`src/rtl/decode_ctrl_pipe.sv`:
```
// Registered opcode decoder behind a valid/ready handshake, with optional skid entry,
// illegal-opcode detection and a saturating illegal-opcode counter.
module decode_ctrl_pipe #(
   parameter int SKID       = 1,
   parameter int EXT_SYSTEM = 1,
   parameter int CNT_W      = 8
) (
   input  logic             clk,
   input  logic             reset,
   input  logic [6:0]       op,
   input  logic             in_valid,
   output logic             in_ready,
   input  logic             flush,
   output logic             out_valid,
   input  logic             out_ready,
   output logic             RegWrite,
   output logic [2:0]       ImmSrc,
   output logic             ALUSrc,
   output logic             MemWrite,
   output logic [2:0]       ResultSrc,
   output logic [1:0]       BranchOp,
   output logic [1:0]       ALUOp,
   output logic             WidthOp,
   output logic             PCBaseSrc,
   output logic             illegal,
   output logic [CNT_W-1:0] illegal_cnt
);

   localparam logic [CNT_W-1:0] CNT_MAX = '1;

   // Entry packing: {RegWrite, ImmSrc, ALUSrc, MemWrite, ResultSrc, BranchOp, ALUOp, WidthOp, PCBaseSrc, illegal}
   logic [15:0]      w_dec;
   logic             w_in_ready;
   logic             w_accept;
   logic             w_out_free;

   logic             r_out_valid;
   logic [15:0]      r_out;
   logic             r_skid_valid;
   logic [15:0]      r_skid;
   logic [CNT_W-1:0] r_cnt;

   always_comb begin
      w_dec = 16'h0001;
      case (op)
         7'b0110011: w_dec = {1'b1, 3'b000, 1'b0, 1'b0, 3'b000, 2'b00, 2'b10, 1'b0, 1'b0, 1'b0};
         7'b0010011: w_dec = {1'b1, 3'b000, 1'b1, 1'b0, 3'b000, 2'b00, 2'b10, 1'b0, 1'b0, 1'b0};
         7'b0000011: w_dec = {1'b1, 3'b000, 1'b1, 1'b0, 3'b100, 2'b00, 2'b00, 1'b1, 1'b0, 1'b0};
         7'b0100011: w_dec = {1'b0, 3'b001, 1'b1, 1'b1, 3'b000, 2'b00, 2'b00, 1'b1, 1'b0, 1'b0};
         7'b1100011: w_dec = {1'b0, 3'b010, 1'b0, 1'b0, 3'b000, 2'b11, 2'b01, 1'b0, 1'b0, 1'b0};
         7'b1101111: w_dec = {1'b1, 3'b011, 1'b0, 1'b0, 3'b010, 2'b01, 2'b00, 1'b0, 1'b0, 1'b0};
         7'b1100111: w_dec = {1'b1, 3'b000, 1'b0, 1'b0, 3'b010, 2'b01, 2'b00, 1'b0, 1'b1, 1'b0};
         7'b0110111: w_dec = {1'b1, 3'b100, 1'b0, 1'b0, 3'b011, 2'b00, 2'b00, 1'b0, 1'b0, 1'b0};
         7'b0010111: w_dec = {1'b1, 3'b100, 1'b0, 1'b0, 3'b001, 2'b00, 2'b00, 1'b0, 1'b0, 1'b0};
         7'b0001111,
         7'b1110011: w_dec = {15'd0, (EXT_SYSTEM == 0)};
         default:    w_dec = 16'h0001;
      endcase
   end

   assign w_out_free = ~r_out_valid | out_ready;
   assign w_in_ready = (SKID != 0) ? ~r_skid_valid : w_out_free;
   assign w_accept   = in_valid & w_in_ready & ~flush;

   // Skid only fills while the output is stalled, so a full skid always drains before new input.
   always_ff @(posedge clk or negedge reset) begin
      if (!reset) begin
         r_out_valid  <= 1'b0;
         r_out        <= '0;
         r_skid_valid <= 1'b0;
         r_skid       <= '0;
      end else if (flush) begin
         r_out_valid  <= 1'b0;
         r_out        <= '0;
         r_skid_valid <= 1'b0;
         r_skid       <= '0;
      end else if (w_out_free) begin
         if (r_skid_valid) begin
            r_out_valid  <= 1'b1;
            r_out        <= r_skid;
            r_skid_valid <= 1'b0;
            r_skid       <= '0;
         end else if (w_accept) begin
            r_out_valid <= 1'b1;
            r_out       <= w_dec;
         end else begin
            r_out_valid <= 1'b0;
            r_out       <= '0;
         end
      end else if ((SKID != 0) && w_accept) begin
         r_skid_valid <= 1'b1;
         r_skid       <= w_dec;
      end
   end

   always_ff @(posedge clk or negedge reset) begin
      if (!reset) begin
         r_cnt <= '0;
      end else if (w_accept && w_dec[0] && (r_cnt != CNT_MAX)) begin
         r_cnt <= r_cnt + CNT_W'(1);
      end
   end

   assign in_ready    = w_in_ready;
   assign out_valid   = r_out_valid;
   assign RegWrite    = r_out[15];
   assign ImmSrc      = r_out[14:12];
   assign ALUSrc      = r_out[11];
   assign MemWrite    = r_out[10];
   assign ResultSrc   = r_out[9:7];
   assign BranchOp    = r_out[6:5];
   assign ALUOp       = r_out[4:3];
   assign WidthOp     = r_out[2];
   assign PCBaseSrc   = r_out[1];
   assign illegal     = r_out[0];
   assign illegal_cnt = r_cnt;

endmodule

```
`config.mk`:
```
export PLATFORM = sky130hd
export DESIGN_NAME = decode_ctrl_pipe
export DESIGN_NICKNAME = d
export VERILOG_FILES = /design/src/rtl/decode_ctrl_pipe.sv
export SDC_FILE = /design/constraint.sdc
export NUM_CORES = 1
export LEC_CHECK = 0
export CAP_MARGIN = 30
export CELL_PAD_IN_SITES_DETAIL_PLACEMENT = 1
export CELL_PAD_IN_SITES_GLOBAL_PLACEMENT = 1
export CORE_ASPECT_RATIO = 1.25
export CORE_MARGIN = 10
export CORE_UTILIZATION = 42
export CTS_CLUSTER_SIZE = 28
export DETAILED_ROUTE_END_ITERATION = 10
export PLACE_DENSITY = 0.85
export SETUP_SLACK_MARGIN = 0.05
export SLEW_MARGIN = 30
export SYNTH_ARGS = -nofsm -noshare
export SYNTH_HDL_FRONTEND = slang
export SYNTH_SLANG_ARGS = --single-unit
export TNS_END_PERCENT = 30
```
`constraint.sdc`:
```
create_clock -name clk -period 4.3 [get_ports clk]
set_clock_uncertainty 0.15 [all_clocks]
set_input_delay 0.86 -clock clk [delete_from_list [all_inputs] [get_ports clk]]
set_output_delay 0.86 -clock clk [all_outputs]
set_load 0.05 [all_outputs]
```
==> results <==
- The number of detailed-route iterations in the first pass is 4.
- At the pin with the least slew margin, the transition time is 0.8284 ns.
- The type of destination of the critical path is an output port.
- The largest net degree at the start of global routing is 39.
- The total count of max-transition violations in the final report came to 0.
- The first routing iteration left 140 violations.
- The final routed wirelength across all metal layers is 5.202 mm.
- The width of the die is 80.19 um.
- The floorplan die area is 7636 um^2.
- The deepest level of the CTS H-tree is 2.
- The floorplan step defined a core boundary enclosing 4392 um^2.
- The routed layout has 1618 vias.
- The initial utilization of the core area, before any placement, comes to 0.4330.
- In this run, CTS created clock tree buffers numbering 5.
- The total of hold buffers inserted after clock tree synthesis is 0.
- The classification of the worst setup path is reg -> out.
- For this run, asynchronously set or reset flops after synthesis account for 1.000.
- The repair_antennas step left the layout with diodes totalling 0.
- TritonCTS built the clock tree.
- The hold violation count in the final report is 0.
- The number of buffers inserted by port buffering is 37.
- The worst setup path is launched from a register.
- The half-perimeter wire length of the detailed placement result is 3.900 mm.
- The overall track demand over capacity in global routing is 0.1367.
- VDD sags by at most 0.2090 mV.
- In this run the worst path has a maximum fanout of 17.
- Dividing total power by cell area gives a power density of 406.6 nW/um^2.
- The clock latency at the later pin of the worst-skew pair is 0.29 ns.
- The part of the cycle the worst path needs is 0.6955.
- The finished cells cover 2365 um^2.
- The critical path's slowest cell is sky130_fd_sc_hd__clkdlybuf4s50_1.
- The number of synthesized flops with an enable pin is 0.
- The post-synthesis instance area is 1902 um^2.
- The number of nets still failing antenna checks after routing is 0.
- In the final routed layout, each cell accounts on average for 18.92 um.
- The mean instance size in the synthesized netlist is 10.22 um^2.
- Clock-pin slew was measured on the worst setup and hold paths at 0.07 ns.
- Counting every sink on the clock net gives 38.
- The non-filler instance count after layout is 275.
- The total number of nets in the final design is 231.
- The global placement routability congestion is 0.8152.
- The sequential cell area fraction in the yosys report is 0.5000.
- From synthesis to final layout, the design area changed by 24.34%.
- The flow ran to the end, and the final reports show no timing, DRC or antenna violations.
- The signal on the critical path passes through inv_1 -> clkdlybuf4s50_1.
- The leading cell type in the layout, fill and taps excluded is sky130_fd_sc_hd__dfrtp_1.
- For the finished layout, the period the worst path requires is 2.991 ns.
- Among all flip-flop cells after synthesis, the most frequent one is sky130_fd_sc_hd__dfrtp_1.
- Dividing the detail-routed via count by the number of cells gives 5.884.
- The worst hold-check path type is reg -> reg.
- The number of global-route vias before repair is 1646.
- The DRC violation count after routing is 0.
- The tool flagged a number of max-cap violations equal to 0.
- The worst slew margin relative to its limit is 0.4477.
- The maximum clock frequency is 334.4 MHz.
- The synthesized netlist net count is 199.
- The placed standard-cell area is 2275 um^2.
- The number of distinct library cell variants in the gate-level netlist after synthesis is 43.
- The area taken by flip-flops and latches is 950.9 um^2.
- The multi-input combinational cells in the finished layout cover a total of 855.8 um^2.
- The final global-route overflow total is 0.
- The top cell types in the final layout, fill and taps aside, are 38 x sky130_fd_sc_hd__dfrtp_1, 36 x sky130_fd_sc_hd__clkdlybuf4s50_1, 24 x sky130_fd_sc_hd__nor2_1.
- Data on the critical path is required at its endpoint by 3.29 ns.
- On the worst path, the slowest cell contributes a delay of 0.75 ns.
- Setup repair after global routing left no endpoint under its margin.
- The die height is 95.24 um.
- The clock tree root driver cell is sky130_fd_sc_hd__clkbuf_8.
- Power comes to 0.9615 mW.
- The count of yosys warnings during synthesis is 0.
- The number of cell rows is 27.
- After detailed placement, the design holds a cell count of 269.
- The final-report setup violation count is 0.
- Of the cells placed in the final design, the portion with a size suffix greater than 1 is 0.08756.
- The arrival time at the worst endpoint is 1.98 ns.
- The wire length of the first global-routing pass is 8.369 mm.
- After synthesis the netlist holds a flip-flop and latch count of 38.
- Pin placement for this block handled 38 I/O pins.
- The initial antenna violation count is 0.
- The number of standard cells after synthesis is 186.
- For this design the static power due to leakage is 1.025 nW.
- The largest buffer count on any clock path is 2.
- The layout has 499 filler cells.
- The number of buffers added for setup after CTS is 0.
- Once the clock tree was built, the resizer swapped 0 gates to a different size.
- The final total negative setup slack is 0 ns.
==> cells in the mapped netlist (all sizes together), types with 4 or more instances <==
cell,instances,area share
inv,4,0.0079
and3,4,0.013
nor2,24,0.047
buf,11,0.038
xnor2,4,0.018
nand3,6,0.016
clkbuf,4,0.0079
nand4,4,0.016
a221oi,10,0.046
nor3,19,0.050
a21oi,6,0.024
dfrtp,38,0.50
a22o,10,0.046
nand2,8,0.016
a211oi,5,0.022
==> cell type report <==
type                       count  share of cell area
clock buffer                   6             0.03492
inverter                       4            0.006349
multi-input combinational    129              0.3619
sequential                    38              0.4021
tap                           58             0.03069
timing repair buffer          40              0.1640
==> report_power, final <==
part | switching (mW) | internal, mW
Combinational | 0.192 | 0.102
Sequential | 0.0407 | 0.388
Clock | 0.115 | 0.124
Total | 0.348 | 0.614
==> final timing paths <==
kind                                   start             end  slack (ns)  depth (start not counted)
worst max-delay path            r_skid_valid        in_ready        1.31                          2
worst min-delay path              r_skid[14]      r_skid[14]        0.35                          1
worst max register to register  r_skid_valid  illegal_cnt[5]        1.92                          5
worst min register to register    r_skid[14]      r_skid[14]        0.35                          1
max in group asynchronous              reset        r_out[8]        2.95                          1
min in group asynchronous              reset      r_skid[10]        0.51                          1
==> sequential cells by signal (all words and copies together) (netlist names) <==
name	flops
r_skid	14
illegal_cnt	8
r_skid_valid	1
r_out	14
out_valid	1
==> worst max-delay path: cells and delay by family, from the launching register on <==
family   cells  cell delay [ns]
buf+inv      2             0.96
flops        1             0.74
==> cell families (layout without fill, tap and decap cells) <==
family	Yosys count	after routing	share of synthesized area
AOI/OAI and AO/OA	40	40	0.1783
muxes	2	2	0.01184
DFF	38	38	0.5000
xor gates and xnor gates	6	6	0.02763
and+or+nand+nor	80	80	0.2217
adders and majority gates	1	1	0.006578
buffers and inverters	19	50	0.05394
==> metrics by stage <==
step	worst slack, ns	hold WS, ns	util
2_1_floorplan	2.048	0.3006	-
3_3_place_gp	1.300	0.3145	0.5179
3_5_place_dp	1.243	0.3334	0.5179
4_1_cts	1.379	0.3472	0.5368
5_1_grt	1.244	0.3682	0.5385
6_report	1.309	0.3496	0.5385
==> per-layer routing <==
metal / vias up / GRT usage / routed length (um)
met5: - / 0 / 0
met4: 0 / 0.04853 / 59
met3: 2 / 0.03390 / 280
met2: 48 / 0.2326 / 2774
met1: 825 / 0.1629 / 2087
li1: 743 / - / -
Power figures use the tool's default switching activity.
